File: config.mk
export PLATFORM = sky130hd
export DESIGN_NAME = booth_simd_scheduler
export DESIGN_NICKNAME = d
export VERILOG_FILES = /design/src/rtl/booth_simd_scheduler.sv
export SDC_FILE = /design/constraint.sdc
export NUM_CORES = 1
export LEC_CHECK = 0
export ABC_CLOCK_PERIOD_IN_PS = 2120
export BUFFER_PORTS_ARGS = -buffer_cell sky130_fd_sc_hd__buf_2
export CAP_MARGIN = 25
export CORE_MARGIN = 2
export CORE_UTILIZATION = 39
export CTS_CLUSTER_DIAMETER = 30
export DETAILED_ROUTE_END_ITERATION = 10
export PLACE_DENSITY = 0.77
export SLEW_MARGIN = 25
export SYNTH_ARGS = -nofsm -noshare
export SYNTH_HDL_FRONTEND = slang
export SYNTH_SLANG_ARGS = --single-unit
File: constraint.sdc
create_clock -name clk -period 2.12 [get_ports clk]
set_clock_uncertainty 0.15 [all_clocks]
set_input_delay 0.106 -clock clk [delete_from_list [all_inputs] [get_ports clk]]
set_output_delay 0.106 -clock clk [all_outputs]
set_load 0.02 [all_outputs]
File: src/rtl/booth_simd_scheduler.sv
// Round-robin scheduler sharing one SIMD Booth multiplier among NREQ units.
// Optional watchdog on the multiplier handshake: define MUL_TIMEOUT_EN.
module booth_simd_scheduler #(
  parameter int NREQ = 4,
  parameter int IDW  = 2
`ifdef MUL_TIMEOUT_EN
  ,
  parameter int TIMEOUT = 64
`endif
) (
  input  logic               clk,
  input  logic               rst_n,
  input  logic [NREQ-1:0]    req,
  input  logic [2*NREQ-1:0]  req_mode,
  input  logic [16*NREQ-1:0] req_m,
  input  logic [16*NREQ-1:0] req_q,
  output logic [NREQ-1:0]    gnt,
  output logic               mul_start,
  output logic [1:0]         mul_mode,
  output logic [15:0]        mul_m,
  output logic [15:0]        mul_q,
  input  logic [31:0]        mul_result,
  input  logic               mul_done,
  output logic               rsp_valid,
  input  logic               rsp_ready,
  output logic [IDW-1:0]     rsp_id,
  output logic [31:0]        rsp_result,
  output logic               rsp_err
);

  typedef enum logic [1:0] {
    IDLE,
    ISSUE,
    WAIT,
    RESP
  } state_t;

  state_t         state;
  state_t         state_nx;
  logic [IDW-1:0] ptr;
  logic [IDW-1:0] idx;
  logic [IDW-1:0] win;
  logic           any;
  logic [1:0]     win_mode;
  logic [15:0]    win_m;
  logic [15:0]    win_q;
  logic           win_bad;
  logic           tmo;

  assign win_mode  = req_mode[{win, 1'b0} +: 2];
  assign win_m     = req_m[{win, 4'h0} +: 16];
  assign win_q     = req_q[{win, 4'h0} +: 16];
  assign win_bad   = (win_mode == 2'b11);
  assign rsp_valid = (state == RESP);

  // Round-robin pick: first requester at or after ptr, wrapping.
  always_comb begin
    idx = '0;
    win = '0;
    any = 1'b0;
    for (int i = 0; i < NREQ; i++) begin
      idx = IDW'((int'(ptr) + i) % NREQ);
      if (!any && req[idx]) begin
        any = 1'b1;
        win = idx;
      end
    end
  end

`ifdef MUL_TIMEOUT_EN
  localparam int CW = $clog2(TIMEOUT + 1);

  logic [CW-1:0] cnt;

  // Watchdog: counts WAIT cycles of the current job.
  always_ff @(posedge clk) begin
    if (!rst_n) begin
      cnt <= '0;
    end else if (state == ISSUE) begin
      cnt <= '0;
    end else if (state == WAIT) begin
      cnt <= cnt + 1'b1;
    end
  end

  assign tmo = (state == WAIT) && !mul_done &&
               (cnt == CW'(TIMEOUT - 1));
`else
  assign tmo = 1'b0;
`endif

  // Next-state logic of the job sequencer.
  always_comb begin
    state_nx = state;
    unique case (state)
      IDLE:    if (any) state_nx = ISSUE;
      ISSUE:   state_nx = rsp_err ? RESP : WAIT;
      WAIT:    if (mul_done || tmo) state_nx = RESP;
      RESP:    if (rsp_ready) state_nx = IDLE;
      default: state_nx = IDLE;
    endcase
  end

  // State register plus grant, operand latches and response capture.
  always_ff @(posedge clk) begin
    if (!rst_n) begin
      state      <= IDLE;
      ptr        <= '0;
      gnt        <= '0;
      mul_start  <= 1'b0;
      mul_mode   <= 2'b00;
      mul_m      <= '0;
      mul_q      <= '0;
      rsp_id     <= '0;
      rsp_result <= '0;
      rsp_err    <= 1'b0;
    end else begin
      state <= state_nx;
      gnt   <= '0;
      unique case (state)
        IDLE: begin
          if (any) begin
            gnt        <= NREQ'(1) << win;
            ptr        <= (win == IDW'(NREQ - 1)) ? '0 : win + 1'b1;
            rsp_id     <= win;
            rsp_err    <= win_bad;
            rsp_result <= '0;
            // reserved mode never reaches the multiplier
            if (!win_bad) begin
              mul_mode <= win_mode;
              mul_m    <= win_m;
              mul_q    <= win_q;
            end
          end
        end
        ISSUE: mul_start <= !rsp_err;
        WAIT: begin
          if (mul_done) begin
            mul_start  <= 1'b0;
            rsp_result <= mul_result;
          end else if (tmo) begin
            mul_start <= 1'b0;
            rsp_err   <= 1'b1;
          end
        end
        RESP: mul_start <= 1'b0;
        default: mul_start <= 1'b0;
      endcase
    end
  end

endmodule

### Word level (Yosys, flattened, before mapping)

Index checks and enable logic that the tools add are counted.

| word-level totals | value |
|---|---|
| input port bits | 176 |
| logic and storage cells | 74 |
| output and inout bits | 75 |
| flip-flop bits (word level) | 78 |

| cells by class | value |
|---|---|
| equal/unequal tests | 8 |
| $add $sub $neg | 4 |
| muxes and demuxes | 27 |
| reductions and logical operators | 16 |
| magnitude comparators | 4 |
| shift operators | 4 |
| bitwise logic cells | 1 |

Operators by type and width:

| operator | number |
|---|---|
| 64-bit by 7-bit variable part select with 16-bit output | 2 |
| 32-bit 2-to-1 mux | 2 |
| 32-bit case mux with 2 select lines | 1 |
| 2-bit 2-to-1 mux | 8 |
| 2-bit by 3-bit < comparator with 1-bit output, second input constant | 4 |
| 3-bit AND reduction | 4 |
| 1-bit 2-to-1 mux | 10 |
| 1-bit binary-select mux with 2-bit select | 4 |
| 2-bit == test, second input constant | 4 |
| 2-bit case mux with 4 select lines | 1 |
| 8-bit by 4-bit variable part select with 2-bit output | 1 |
| 2-bit by 1-bit adder with 2-bit output, second input constant | 2 |
| 2-bit adder, second input constant | 2 |
| 1-bit logical NOT | 4 |
| 2-bit != test, second input constant | 2 |
| 2-bit AND reduction | 2 |
| 1-bit by 2-bit left shift with 4-bit output, first input constant | 1 |
| 1-bit logical AND | 3 |
| 1-bit case mux with 3 select lines | 1 |
| 3-bit nonzero test | 1 |
| 2-bit by 1-bit == test with 1-bit output, second input constant | 1 |
| 2-bit logical NOT | 1 |
| 2-bit by 1-bit != test with 1-bit output, second input constant | 1 |
| 2-bit nonzero test | 1 |
| 1-bit inverter | 1 |

### Depth between registers and ports, before layout

| depth | value |
|---|---|
| word-level depth | 16 |
| gate-level depth with buffers | 9 |
| mapped depth without buffers | 7 |

### Worst setup path after synthesis

OpenSTA, ideal clock, no wires.

| timing path | value |
|---|---|
| path type | reg2reg |
| start point | register ptr[1] |
| end point | register mul_m[0] |
| setup time | 0.072 ns |
| cell stages (with the launch flop) | 9 |
| buffers on the path | 2 |
| data arrival time | 2.044 ns |
| clock period less this slack | 2.266 ns |
| path slack | -0.146 ns |
| cells stage by stage | dfxtp_1 -> mux2i_1 -> nor2_1 -> a311oi_1 -> buf_2 -> mux2_2 -> o21ai_4 -> buf_6 -> mux2i_1 |

| on the way | value |
|---|---|
| longest elaborated chain between the ends | 16 |

RTL lines:

| item | RTL line | RTL |
|---|---|---|
| start: declaration | 40 | `logic [IDW-1:0] ptr;` |
| start signal: assignment | 124 | `ptr <= (win == IDW'(NREQ - 1)) ? '0 : win + 1'b1;` |
| branches (longest 16 deep; another with 2-bit by 1-bit adder with 2-bit output) | -- |  |
| end signal: assignment | 131 | `mul_m <= win_m;` |
| end: declaration | 20 | `output logic [15:0] mul_m,` |

Parallel ways; which one is timed is not known. The select of a mux whose other input is x is not followed.
A chain may end at the register's enable or synchronous reset.

### Worst setup path in the final report

| timing path | value |
|---|---|
| start point | register ptr[0] |
| end point | register mul_q[2] |

| on the way | value |
|---|---|
| longest elaborated chain between the ends | 16 |

RTL lines:

| item | RTL line | RTL |
|---|---|---|
| branches (longest 16 deep; another with 2-bit by 1-bit adder with 2-bit output) | -- |  |
| end signal: assignment | 132 | `mul_q <= win_q;` |
| end: declaration | 21 | `output logic [15:0] mul_q,` |

Parallel ways; which one is timed is not known. The select of a mux whose other input is x is not followed.

==> flow_metrics.py <==
metrics = {
    "run_status": {
        "status": "finished, violations left",
        "violations": "setup timing",
    },
    "global_route": {
        "grt_pass1_vias": 4427,
        "grt_pass1_wl_um": 20100,
        "grt_antenna_before_repair": 1,
        "overflow": 0,
        "grt_max_degree": 69,
        "grt_usage": 0.223,
    },
    "power": {
        "power_leakage_nw": 3.06,
        "irDropWorstVdd_uv": 554,
        "finalPower_w": 0.00770,
        "power_density_mw_per_mm2": 1230,
    },
    "placed_design": {
        "port_buffers": 250,
        "dp_hpwl_um": 9070,
        "place.gp.congestion": 0.866,
    },
    "sta": {
        "setup_violations": 33,
        "rsz0062_at_grt": "yes",
        "tightestPinTransition_ns": 0.644,
        "period_minus_slack_ns": 2.24,
        "fmax_ghz": 0.446,
        "finalHoldViolCount": 0,
        "whs_ns": 0.0186,
        "setup_ws_ns": -0.123,
        "maxSlewHeadroom": 0.571,
        "min_period_over_period": 1.06,
        "slew_violations": 0,
    },
    "logic_synthesis": {
        "synth_seq_cells": 78,
        "synth_warnings": 0,
        "synthesis.area_sq_mm": 0.00406,
        "yosysSeqAreaShare": 0.384,
        "syn_nets": 623,
        "syn_avg_cell_area_sq_um": 9.19,
        "netlist_instances": 442,
        "synth_cell_types": 33,
    },
    "setup_path": {
        "arrival_ns": 2.37,
        "r2r-end": "mul_q[2]",
        "crit_end": "mul_q[2]",
        "crit_path_start_kind": "register",
        "crit_slowest_cell": "dfxtp_1",
        "path_cells": "inv_1, o21ai_1, o2bb2a_4, mux2i_1, mux2_4, o21ai_4, buf_4, clkbuf_16, mux2i_1",
        "critical_path_class": "register to register",
        "setup.worst_path.end_class": "register",
        "reg2reg_depth": 9,
        "cp-startpoint": "ptr[0]",
        "slowest_delay_ns": 0.41,
        "worst_r2r_startpoint": "ptr[0]",
        "worstPathRequired_ns": 2.25,
        "cpMostUsedCell": "mux2i_1",
        "critPathMaxFanout": 8,
        "path_buf_inv": 3,
        "crit_family": "multiplexers",
        "r2r_slack_ns": -0.12,
        "worst-path-stages": 9,
    },
    "clock_network": {
        "clock_latency_ns": 0.35,
        "cts.clk_slew.worst_paths_ns": 0.09,
        "cts_tree": "done",
        "root_buffer": "clkbuf_8",
        "cts_sinks": 78,
        "h-tree-depth": 3,
        "cts_buffers": 9,
        "clock_path_buffers": 2,
    },
    "floorplan": {
        "initial_utilization": 0.397,
        "dieWidth_um": 106,
        "die_area_sq_mm": 0.0112,
        "row_count": 37,
        "core_area_sq_mm": 0.0102,
        "die_y_um": 106,
        "ioPinCount": 251,
    },
    "detailed_routing": {
        "viasPerCell": 5.07,
        "wl_um": 12900,
        "final_antenna_net_count": 0,
        "num_vias": 4402,
        "wl_per_cell_um": 14.9,
        "drt_iter0_drc": 242,
        "dr.pass1.iters": 4,
        "drc_errors": 0,
    },
    "worst_hold_path": {
        "hold_class": "input port to register",
    },
    "layout": {
        "nNetsFinal": 908,
        "area_delta_synth_final_pct": 54.5,
        "drive_above_1_share": 0.464,
    },
    "run": {
        "drv_cap": 0,
    },
}
==> power by group <==
group	internal (W)	leakage [nW]	total [W]	switching (W)
Clock	0.000788	0.120	0.00136	0.000573
Combinational	0.00194	2.31	0.00418	0.00224
Sequential	0.00191	0.638	0.00216	0.000252
==> state kept, by name, indices dropped and copies added (netlist names) <==
register and cells:
gnt 4, rsp_err 1, ptr 2, state 2, rsp_result 32, mul_mode 2, mul_start 1, mul_q 16
rsp_id 2, mul_m 16
==> how the worst min path moves through the flow <==
stage / startpoint / endpoint / depth (start not counted)
after CTS: mul_done / mul_start / 4
after detailed placement: mul_result[21] / rsp_result[21] / 3
final: req_m[27] / mul_m[11] / 5
after global routing: mul_done / mul_start / 4
after floorplan: mul_result[0] / rsp_result[0] / 2
after global placement: mul_result[17] / rsp_result[17] / 3
==> kinds of logic after synthesis <==
kind of cell | Yosys count | synth area share
xor+xnor | 1 | 0.00216
compound gates | 89 | 0.160
mux | 104 | 0.267
buf+inv | 45 | 0.0514
fa+ha+maj | 5 | 0.0154
flops | 78 | 0.384
simple gates | 120 | 0.119
==> cells in the mapped netlist <==
cell type | instances | area, sq um
a311oi_1 | 1 | 8.76
nor2_1 | 36 | 135
nand2_1 | 72 | 270
dfxtp_1 | 78 | 1560
o211ai_1 | 32 | 240
buf_1 | 6 | 22.5
buf_2 | 8 | 40.0
mux2_2 | 35 | 394
and3_1 | 1 | 6.26
inv_1 | 6 | 22.5
a221oi_1 | 1 | 8.76
o21ai_1 | 1 | 5.00
o21ai_0 | 3 | 15.0
and4_1 | 1 | 8.76
o21ai_4 | 1 | 16.3
nand2b_1 | 2 | 12.5
nor3_1 | 1 | 5.00
xnor2_1 | 1 | 8.76
ha_1 | 5 | 62.6
nor4_1 | 1 | 6.26
buf_6 | 4 | 45.0
mux2i_1 | 69 | 691
or4_1 | 1 | 7.51
a31oi_1 | 1 | 6.26
nor3b_1 | 2 | 15.0
a211oi_1 | 3 | 22.5
a21oi_1 | 12 | 60.1
a21boi_0 | 1 | 7.51
nor2b_1 | 2 | 12.5
clkbuf_1 | 21 | 78.8
a22oi_1 | 32 | 240
o2bb2a_4 | 1 | 20.0
or3_1 | 1 | 6.26
==> stage by stage <==
| step | util | TNS [ns] | cell area (sq um) | worst slack [ns] | instances |
|---|---|---|---|---|---|
| final | 0.613 | -2.84 | 6270 | -0.123 | 869 |
| after global routing | 0.613 | -6.45 | 6270 | -0.237 | 869 |
| after CTS | 0.607 | -2.29 | 6210 | -0.102 | 865 |
| after detailed placement | 0.540 | -1.91 | 5530 | -0.0894 | 811 |
| after global placement | 0.540 | 0 | 5530 | 0.000225 | 811 |
| after floorplan | - | 0 | 4070 | 0.0173 | 442 |
==> routing by layer <==
layer / GRT usage / share of wire
met1: 0.232 / 0.38
met5: 0 / 0
met2: 0.431 / 0.53
met4: 0.0874 / 0.022
met3: 0.0497 / 0.065
==> repair_timing <==
item                                   4_1_cts  5_1_grt
setup endpoints to repair                   33       35
cloned                                       2        1
pin swaps                                    1        2
endpoints found under the hold margin       33        0
gates resized for setup                      7        5
buffers inserted                             3        2
hold buffers                                33        0
==> layout by cell type, fill, tap and decap left out, types with 2 or more instances in the layout <==
| cell | count |
|---|---|
| ha_1 | 5 |
| bufinv_16 | 3 |
| nor2b_1 | 2 |
| nand2b_1 | 2 |
| dlygate4sd3_1 | 33 |
| nand2_1 | 72 |
| a22oi_1 | 32 |
| clkbuf_8 | 10 |
| a21oi_2 | 3 |
| a211oi_1 | 2 |
| dfxtp_1 | 77 |
| o211ai_1 | 32 |
| buf_16 | 3 |
| nor3b_1 | 2 |
| a21oi_1 | 9 |
| mux2i_1 | 69 |
| buf_12 | 3 |
| o21ai_0 | 3 |
| buf_4 | 21 |
| mux2_2 | 33 |
| nor2_1 | 36 |
| buf_2 | 250 |
| inv_6 | 2 |
| mux2_4 | 2 |
| inv_1 | 6 |
==> worst reg2reg max path: cells and delay by family, from the launching register on <==
family                 cells  cell delay [ns]
muxes                      3             0.63
AOI/OAI and AO/OA          3             0.59
DFF                        1             0.41
buffers and inverters      3             0.39
==> cell type report <==
type                       instances  area, sq um
sequential                        78         1570
antenna                            1         2.50
tap                              136          170
clock inverter                     7          120
multi-input combinational        319         2340
clock buffer                       9          124
inverter                           6         22.5
fill                             874         3960
timing repair buffer             313         1930
Note: power is estimated with default switching activity, not from simulation.
